--- src/rtl/pe_grid_pkg.sv ---
// Shared defaults, widths and FSM encoding for the PE grid operand feeder.
package pe_grid_pkg;

    localparam int unsigned DefCols  = 14;
    localparam int unsigned DefRows  = 12;
    localparam int unsigned DefDataW = 16;
    localparam int unsigned DefKBase = 0;
    localparam int unsigned DefIBase = 64;

    localparam int unsigned AddrW = 10;
    localparam int unsigned DimW  = 4;

    typedef enum logic [2:0] {
        StIdle,
        StWFetch,
        StWPulse,
        StWGap,
        StIFetch,
        StIPulse,
        StIGap,
        StDone
    } feeder_state_e;

    function automatic logic [DimW-1:0] clamp_dim(input logic [DimW-1:0] req,
                                                  input int unsigned lim);
        return (32'(req) > lim) ? DimW'(lim) : req;
    endfunction

endpackage

--- src/rtl/pe_grid_feeder_if.sv ---
// Control, operand-memory and grid-side signals of the feeder; the abort input exists only
// when FEEDER_ABORT_EN is defined.
interface pe_grid_feeder_if #(
    parameter int unsigned COLS   = pe_grid_pkg::DefCols,
    parameter int unsigned DATA_W = pe_grid_pkg::DefDataW
);
    logic              start;
    logic [3:0]        k_rows;
    logic [3:0]        k_cols;
`ifdef FEEDER_ABORT_EN
    logic              abort;
`endif
    logic              mem_rd_en;
    logic [9:0]        mem_addr;
    logic [DATA_W-1:0] mem_rdata;
    logic [DATA_W-1:0] row_weight_vals [COLS];
    logic [3:0]        tag_row;
    logic              valid_y;
    logic [DATA_W-1:0] image_val_vec [COLS];
    logic              valid_x_vec [COLS];
    logic              busy;
    logic              done;

    // Host / memory / grid side.
    modport master (
`ifdef FEEDER_ABORT_EN
        output abort,
`endif
        output start, k_rows, k_cols, mem_rdata,
        input  mem_rd_en, mem_addr, row_weight_vals, tag_row, valid_y,
        input  image_val_vec, valid_x_vec, busy, done
    );

    // Feeder side.
    modport slave (
`ifdef FEEDER_ABORT_EN
        input  abort,
`endif
        input  start, k_rows, k_cols, mem_rdata,
        output mem_rd_en, mem_addr, row_weight_vals, tag_row, valid_y,
        output image_val_vec, valid_x_vec, busy, done
    );
endinterface

--- src/rtl/feeder_row_buf.sv ---
// Staging row for one fetched kernel or image row: clear plus per-column write enable.
module feeder_row_buf
    import pe_grid_pkg::*;
#(
    parameter int unsigned COLS   = DefCols,
    parameter int unsigned DATA_W = DefDataW
) (
    input  logic              clk,
    input  logic              rst,
    input  logic              clr_i,
    input  logic              we_i,
    input  logic [DimW-1:0]   wsel_i,
    input  logic [DATA_W-1:0] wdata_i,
    output logic [DATA_W-1:0] row_o [COLS]
);

    logic [DATA_W-1:0] slot_q [COLS];

    always_ff @(posedge clk or posedge rst) begin
        if (rst) begin
            for (int c = 0; c < COLS; c++) slot_q[c] <= '0;
        end else if (clr_i) begin
            for (int c = 0; c < COLS; c++) slot_q[c] <= '0;
        end else if (we_i) begin
            for (int c = 0; c < COLS; c++) begin
                if (wsel_i == DimW'(c)) slot_q[c] <= wdata_i;
            end
        end
    end

    assign row_o = slot_q;

endmodule

--- src/rtl/pe_grid_feeder.sv ---
// Loads k_rows kernel rows then k_rows image rows from operand memory into the PE grid.
// Define FEEDER_ABORT_EN to add the abort input that drops any load back to idle.
module pe_grid_feeder
    import pe_grid_pkg::*;
#(
    parameter int unsigned COLS   = DefCols,
    parameter int unsigned ROWS   = DefRows,
    parameter int unsigned DATA_W = DefDataW,
    parameter int unsigned KBASE  = DefKBase,
    parameter int unsigned IBASE  = DefIBase
) (
    input logic             clk,
    input logic             rst,
    pe_grid_feeder_if.slave bus_io
);

    feeder_state_e     state_q, state_d;
    logic [DimW-1:0]   kr_q, kr_d, kc_q, kc_d;
    logic [DimW-1:0]   row_q, row_d, cnt_q, cnt_d, tag_q, tag_d;
    logic [AddrW-1:0]  ptr_q, ptr_d;
    logic [DimW-1:0]   col_q;
    logic              rd_valid_q;
    logic              rd_en, clr;
    logic [DATA_W-1:0] stage [COLS];
    logic [DATA_W-1:0] w_hold_q [COLS];
    logic [DATA_W-1:0] x_hold_q [COLS];

    always_comb begin
        state_d = state_q;
        kr_d    = kr_q;
        kc_d    = kc_q;
        row_d   = row_q;
        cnt_d   = cnt_q;
        tag_d   = tag_q;
        ptr_d   = ptr_q;
        rd_en   = 1'b0;
        clr     = 1'b0;
        unique case (state_q)
            StIdle: begin
                if (bus_io.start) begin
                    kr_d    = clamp_dim(bus_io.k_rows, ROWS);
                    kc_d    = clamp_dim(bus_io.k_cols, COLS);
                    row_d   = '0;
                    cnt_d   = '0;
                    ptr_d   = AddrW'(KBASE);
                    clr     = 1'b1;
                    state_d = (kr_d == '0 || kc_d == '0) ? StDone : StWFetch;
                end
            end
            StWFetch, StIFetch: begin
                // Reads at cnt < kc, then one drain cycle while the last word lands.
                if (cnt_q < kc_q) begin
                    rd_en = 1'b1;
                    cnt_d = cnt_q + 1'b1;
                    ptr_d = ptr_q + 1'b1;
                end else begin
                    cnt_d   = '0;
                    state_d = (state_q == StWFetch) ? StWPulse : StIPulse;
                    if (state_q == StWFetch) tag_d = row_q;
                end
            end
            StWPulse: state_d = StWGap;
            StIPulse: state_d = StIGap;
            StWGap: begin
                if (row_q == kr_q - 1'b1) begin
                    row_d   = '0;
                    ptr_d   = AddrW'(IBASE);
                    state_d = StIFetch;
                end else begin
                    row_d   = row_q + 1'b1;
                    state_d = StWFetch;
                end
            end
            StIGap: begin
                if (row_q == kr_q - 1'b1) begin
                    state_d = StDone;
                end else begin
                    row_d   = row_q + 1'b1;
                    state_d = StIFetch;
                end
            end
            StDone:  state_d = StIdle;
            default: state_d = StIdle;
        endcase
`ifdef FEEDER_ABORT_EN
        if (bus_io.abort && state_q != StIdle) begin
            state_d = StIdle;
            rd_en   = 1'b0;
        end
`endif
    end

    always_ff @(posedge clk or posedge rst) begin
        if (rst) begin
            state_q    <= StIdle;
            kr_q       <= '0;
            kc_q       <= '0;
            row_q      <= '0;
            cnt_q      <= '0;
            tag_q      <= '0;
            ptr_q      <= '0;
            col_q      <= '0;
            rd_valid_q <= 1'b0;
            for (int c = 0; c < COLS; c++) begin
                w_hold_q[c] <= '0;
                x_hold_q[c] <= '0;
            end
        end else begin
            state_q    <= state_d;
            kr_q       <= kr_d;
            kc_q       <= kc_d;
            row_q      <= row_d;
            cnt_q      <= cnt_d;
            tag_q      <= tag_d;
            ptr_q      <= ptr_d;
            col_q      <= cnt_q;
            rd_valid_q <= rd_en;
            if (state_q == StWPulse) w_hold_q <= stage;
            if (state_q == StIPulse) x_hold_q <= stage;
        end
    end

    feeder_row_buf #(
        .COLS   (COLS),
        .DATA_W (DATA_W)
    ) u_row_buf (
        .clk     (clk),
        .rst     (rst),
        .clr_i   (clr),
        .we_i    (rd_valid_q),
        .wsel_i  (col_q),
        .wdata_i (bus_io.mem_rdata),
        .row_o   (stage)
    );

    // Pulses show the staging row directly; the hold copies keep it visible afterwards.
    always_comb begin
        for (int c = 0; c < COLS; c++) begin
            bus_io.row_weight_vals[c] = (state_q == StWPulse) ? stage[c] : w_hold_q[c];
            bus_io.image_val_vec[c]   = (state_q == StIPulse) ? stage[c] : x_hold_q[c];
            bus_io.valid_x_vec[c]     = (state_q == StIPulse) && (32'(kc_q) > c);
        end
    end

    assign bus_io.mem_rd_en = rd_en;
    assign bus_io.mem_addr  = rd_en ? ptr_q : '0;
    assign bus_io.tag_row   = tag_q;
    assign bus_io.valid_y   = (state_q == StWPulse);
    assign bus_io.busy      = (state_q != StIdle);
    assign bus_io.done      = (state_q == StDone);

endmodule

--- src/flat_wrapper.sv ---
// flat-port wrapper written by rule: the top's interface ports become plain ports
module pe_grid_feeder_flat import pe_grid_pkg::*;
#(
    parameter int unsigned COLS   = DefCols,
    parameter int unsigned ROWS   = DefRows,
    parameter int unsigned DATA_W = DefDataW,
    parameter int unsigned KBASE  = DefKBase,
    parameter int unsigned IBASE  = DefIBase
)
  (clk, rst, bus_io_start, bus_io_k_rows, bus_io_k_cols, bus_io_mem_rdata, bus_io_mem_rd_en, bus_io_mem_addr, bus_io_row_weight_vals, bus_io_tag_row, bus_io_valid_y, bus_io_image_val_vec, bus_io_valid_x_vec, bus_io_busy, bus_io_done);
  pe_grid_feeder_if #(.COLS(COLS), .DATA_W(DATA_W)) bus_io_i ();
  input logic clk;
  input logic rst;
  input wire logic [$bits(bus_io_i.start)-1:0] bus_io_start;
  input wire logic [$bits(bus_io_i.k_rows)-1:0] bus_io_k_rows;
  input wire logic [$bits(bus_io_i.k_cols)-1:0] bus_io_k_cols;
  input wire logic [$bits(bus_io_i.mem_rdata)-1:0] bus_io_mem_rdata;
  output wire logic [$bits(bus_io_i.mem_rd_en)-1:0] bus_io_mem_rd_en;
  output wire logic [$bits(bus_io_i.mem_addr)-1:0] bus_io_mem_addr;
  output wire logic [$bits(bus_io_i.row_weight_vals)-1:0] bus_io_row_weight_vals;
  output wire logic [$bits(bus_io_i.tag_row)-1:0] bus_io_tag_row;
  output wire logic [$bits(bus_io_i.valid_y)-1:0] bus_io_valid_y;
  output wire logic [$bits(bus_io_i.image_val_vec)-1:0] bus_io_image_val_vec;
  output wire logic [$bits(bus_io_i.valid_x_vec)-1:0] bus_io_valid_x_vec;
  output wire logic [$bits(bus_io_i.busy)-1:0] bus_io_busy;
  output wire logic [$bits(bus_io_i.done)-1:0] bus_io_done;
  assign bus_io_i.start = bus_io_start;
  assign bus_io_i.k_rows = bus_io_k_rows;
  assign bus_io_i.k_cols = bus_io_k_cols;
  assign bus_io_i.mem_rdata = bus_io_mem_rdata;
  assign bus_io_mem_rd_en = bus_io_i.mem_rd_en;
  assign bus_io_mem_addr = bus_io_i.mem_addr;
  assign bus_io_row_weight_vals = {>>{bus_io_i.row_weight_vals}};
  assign bus_io_tag_row = bus_io_i.tag_row;
  assign bus_io_valid_y = bus_io_i.valid_y;
  assign bus_io_image_val_vec = {>>{bus_io_i.image_val_vec}};
  assign bus_io_valid_x_vec = {>>{bus_io_i.valid_x_vec}};
  assign bus_io_busy = bus_io_i.busy;
  assign bus_io_done = bus_io_i.done;
  pe_grid_feeder #(.COLS(COLS), .ROWS(ROWS), .DATA_W(DATA_W), .KBASE(KBASE), .IBASE(IBASE)) u_core (.clk(clk), .rst(rst), .bus_io(bus_io_i));
endmodule
--- config.mk ---
export PLATFORM = sky130hd
export DESIGN_NAME = pe_grid_feeder_flat
export DESIGN_NICKNAME = d
export VERILOG_FILES = /design/src/rtl/pe_grid_pkg.sv /design/src/rtl/pe_grid_feeder_if.sv /design/src/rtl/feeder_row_buf.sv /design/src/rtl/pe_grid_feeder.sv /design/src/flat_wrapper.sv
export SDC_FILE = /design/constraint.sdc
export NUM_CORES = 2
export LEC_CHECK = 0
export BUFFER_PORTS_ARGS = -buffer_cell sky130_fd_sc_hd__buf_2
export CAP_MARGIN = 20
export CORE_MARGIN = 2
export CORE_UTILIZATION = 50
export CTS_BUF_LIST = sky130_fd_sc_hd__clkbuf_16
export CTS_CLUSTER_DIAMETER = 50
export DETAILED_ROUTE_END_ITERATION = 10
export PLACE_DENSITY = 0.84
export SLEW_MARGIN = 20
export SYNTH_ARGS = -nofsm -noshare
export SYNTH_HDL_FRONTEND = slang
export SYNTH_SLANG_ARGS = --single-unit
--- constraint.sdc ---
create_clock -name clk -period 21.2 [get_ports clk]
set_input_delay 3.18 -clock clk [delete_from_list [all_inputs] [get_ports clk]]
set_output_delay 3.18 -clock clk [all_outputs]
set_load 0.03 [all_outputs]
==> results by group <==
Floorplan
  • Die span in x: 239.3 um
  • Area of the core: 0.05488 mm^2
  • Initial cell density of the core: between 50 and 60%
  • I/O pin count: slightly above 500
  • Die outline height: 239.3 um
  • DIE AREA: 0.05727 mm^2
  • Standard-cell rows: 86

Worst setup path
  • Crit-path slowest cell: sky130_fd_sc_hd__buf_4
  • Crit path max fanout: 72
  • Launch point of the worst reg-to-reg path: u_core.state_q[2]
  • Worst path most repeated cell: sky130_fd_sc_hd__buf_4
  • Dominant delay contributor by cell family on the critical path: buffers and inverters
  • Reg-to-Reg End: u_core.w_hold_q[222]
  • Highest cell delay on the worst timing path: ~810 ps
  • Setup crit end kind: primary output
  • Crit start category: register
  • Critical path class: reg -> out
  • Data required time of the critical path: 18020 ps
  • R2R depth: 5
  • Reg2Reg Setup Slack: about 18000 ps
  • Worst EP arrival: ~4100 ps
  • List of cells traversed by the critical path: nor2_1 > and2_4 > buf_4 > buf_4 > mux2_2 > buf_2
  • Worst path bufs/invs: 3

Clock network
  • Clock buffers created by TritonCTS: just under 80
  • TritonCTS sink count: 710
  • CTS tree: done
  • Worst-skew pair later-pin latency: just over 600 ps
  • Clock transition at the registers of the reported paths: approximately 60 ps
  • Number of buffers inserted to repair setup after CTS: 0
  • Number of hold buffers added after CTS: 0
  • Root Buffer: sky130_fd_sc_hd__clkbuf_16
  • Maximum level of the CTS H-tree: 3
  • Post-CTS sizing: 0
  • Number of buffers on the longest clock path: 3

Layout
  • Post-Layout Inst Area: 0.03340 mm^2
  • Total area of sequential cells: around 0.018 mm^2
  • Total Nets Final: ~2700
  • Area Growth Syn to Fin: 20.65%
  • Proportion of layout cells with a drive suffix above 1: between 40% and 50%
  • Combined area of the multi-input logic cells: approximately 0.0093 mm^2
  • Fillers: a little over 4000

Timing
  • Final setup violating endpoints: 0
  • Worst Max-Slew Pin Slew: 1095 ps
  • Final critical path time including I/O delays and setup: around 7300 ps
  • RSZ-0062 raised after global routing: false
  • Final clock skew: around 27 ps
  • Highest clock rate: 0.1366 GHz
  • Min Hold Slack: about 470 ps
  • Final number of hold-violating endpoints: 0
  • Max-slew violations: 0
  • Max-Slew Margin vs Limit: a little over a quarter
  • Period utilization: around a third
  • Setup_tns: 0 ps

Logic synthesis
  • Cell type contributing the most total cell area after synthesis: sky130_fd_sc_hd__dfrtp_1
  • Count of unique library cells instantiated by Yosys: 47
  • Most frequent cell after synthesis: sky130_fd_sc_hd__dfrtp_1
  • Synth Register Bits: 710
  • Synth area leaders: sky130_fd_sc_hd__dfrtp_1, sky130_fd_sc_hd__mux2_2, sky130_fd_sc_hd__nand2_1, sky130_fd_sc_hd__a21oi_1, sky130_fd_sc_hd__mux2i_1
  • Seq/Total Area, Yosys: between 60 and 70%
  • Area of the mapped netlist: roughly 0.028 mm^2
  • Yosys Warn Count: 0
  • Synth Net Count: about 2200
  • Share of synthesized registers carrying an async set or reset: 100.0%
  • Cell count after synthesis: approximately 2200
  • Mapped Avg Cell Area: 12.71 um^2
  • Top_reg_cell synth: sky130_fd_sc_hd__dfrtp_1
  • List of most frequent post-synthesis cells: sky130_fd_sc_hd__dfrtp_1, sky130_fd_sc_hd__mux2_2, sky130_fd_sc_hd__nand2_1, sky130_fd_sc_hd__a21oi_1, sky130_fd_sc_hd__clkbuf_1
  • Number of flops mapped to enable cells by yosys: 0
  • Yosys top cell area share: between 60 and 70%

Hold path
  • Min-Delay Startpoint: u_core.cnt_q[2]
  • Hold WC Path Type: reg -> reg
  • Hold Path Cell Cnt: 0
  • Worst-case hold path end point: u_core.col_q[2]

Detailed routing
  • DRC violation total after the first TritonRoute iteration: around 1500
  • Via-per-instance ratio: 5.573
  • Final antenna-violating net count: 0
  • Total via count after detailed routing: between 15000 and 20000
  • Wire length after detailed routing: approximately 79000 um
  • Count of TritonRoute iterations in the first routing pass: 6
  • Routed wire length per instance: ~23 um
  • Post-detailed-route DRC marker count: 0

Power and ir drop
  • Power density over the cells: 178.2 mW/mm^2
  • Combinational power share: 41.4%
  • Net load switching power: 0.002514 W
  • Leakage dissipation: 17.67 nW
  • Cell-internal power: between 0.003 and 0.004 W
  • Peak supply drop: 0.0001122 V
  • Total power after layout: roughly 0.006 W
  • Clock Power Share: roughly 23%
  • Sequential fraction of design power: about 36%
  • Switching share of total power: 42.23%

GRT
  • Via count of the first global-routing pass: approximately 20000
  • Total overflow reported by the global router: 0
  • Number of antenna violations at the first check in global routing: 0
  • First-pass GRT wire length: 117700 um
  • Pin count of the biggest net entering global routing: ~200
  • Global Route Usage Sum: between 20% and 30%

Place
  • Gp weighted congestion: a little under 0.9
  • Placed standard-cell area: between 0.03 and 0.04 mm^2
  • Post-DP HPWL: between 50000 and 60000 um
  • Number of input and output port buffers inserted: 506

Run
  • Number of violations of the max-capacitance limit: 0

Status
  • Status: complete, no violations
## placed cells by master, fill, tap and decap left out, types with 4 or more instances in the layout
cell type and count:
sky130_fd_sc_hd__nor2b_1 4, sky130_fd_sc_hd__dfrtp_1 710, sky130_fd_sc_hd__nand2_1 409, sky130_fd_sc_hd__o21ai_0 17
sky130_fd_sc_hd__clkinv_2 19, sky130_fd_sc_hd__ha_1 7, sky130_fd_sc_hd__xnor2_1 12, sky130_fd_sc_hd__buf_2 506
sky130_fd_sc_hd__and3_1 5, sky130_fd_sc_hd__nand3_1 19, sky130_fd_sc_hd__bufinv_16 7, sky130_fd_sc_hd__or3_1 5
sky130_fd_sc_hd__nand2b_1 6, sky130_fd_sc_hd__inv_1 25, sky130_fd_sc_hd__and2_1 7, sky130_fd_sc_hd__a21oi_1 207
sky130_fd_sc_hd__inv_6 7, sky130_fd_sc_hd__buf_4 17, sky130_fd_sc_hd__clkinv_1 12, sky130_fd_sc_hd__mux2i_1 33
sky130_fd_sc_hd__nor3_1 7, sky130_fd_sc_hd__mux2_2 456, sky130_fd_sc_hd__nor4_1 4, sky130_fd_sc_hd__nor3_2 5
sky130_fd_sc_hd__clkbuf_16 82, sky130_fd_sc_hd__clkinvlp_4 6, sky130_fd_sc_hd__nor2_1 71
## registers in the layout (all words and copies together), names as in the netlist, 3 cells and up
| name | count |
|---|---|
| u_core.kr_q | 4 |
| u_core.bus_io.tag_row | 4 |
| u_core.ptr_q | 10 |
| u_core.x_hold_q | 224 |
| u_core.row_q | 4 |
| u_core.cnt_q | 4 |
| u_core.col_q | 4 |
| u_core.w_hold_q | 224 |
| u_core.state_q | 3 |
| u_core.kc_q | 4 |
| u_core.u_row_buf.row_o | 224 |
## per-stage QoR
stage,util (%),setup WS (ps),std cells
after floorplan,-,8298,2178
after global placement,56.02,14390,3270
after detailed placement,56.04,14210,3271
after CTS,60.74,13880,3415
after global routing,60.87,13690,3418
final,60.87,13880,3419
## area by class of cell
cell class / count / area share, %
tap: 704 / 2.637
antenna: 1 / 0.007491
clock inverter: 62 / 1.592
sequential: 710 / 53.19
timing repair buffer: 529 / 8.293
inverter: 18 / 0.2135
clock buffer: 82 / 6.143
multi-input combinational: 1313 / 27.93
## logic make-up (layout without fill, tap and decap cells)
family          Yosys count  in the layout  synth area share (%)
buf+inv                 155            691                 2.287
xor+xnor                 12             12                0.3796
compound gates          244            244                 4.695
flops                   710            710                 64.17
mux                     489            489                 19.74
simple gates            561            561                 8.414
fa+ha+maj                 7              7                0.3163
other cells               0              1                     0
## metal layers
| metal | track usage, % | routed length [um] |
|---|---|---|
| met5 | 0 | 0 |
| met4 | 12.42 | 3342 |
| met3 | 5.221 | 5009 |
| met2 | 44.85 | 38950 |
| met1 | 34.57 | 31530 |
## how the worst max path moves through the flow
| stage | from | to | slack (ps) | depth (start not counted) |
|---|---|---|---|---|
| floorplan | rst | u_core.bus_io.tag_row[0] | 8300 | 1 |
| global placement | rst | u_core.w_hold_q[34] | 14390 | 5 |
| detailed placement | rst | u_core.w_hold_q[55] | 14210 | 5 |
| CTS | u_core.state_q[2] | bus_io_row_weight_vals[172] | 13880 | 6 |
| global route | u_core.state_q[2] | bus_io_row_weight_vals[161] | 13690 | 6 |
| finish | u_core.state_q[2] | bus_io_row_weight_vals[172] | 13880 | 6 |
## power by group through the flow
stage	Sequential [W]	Combinational, W	Clock, W
after floorplan	0.00203	0.00182	0
after global placement	0.00211	0.00239	0
after detailed placement	0.00215	0.00245	0
after CTS	0.00213	0.00247	0.00137
after global routing	0.00218	0.00260	0.00143
final	0.00214	0.00246	0.00135
No activity file was read; power rests on OpenSTA's default activity.
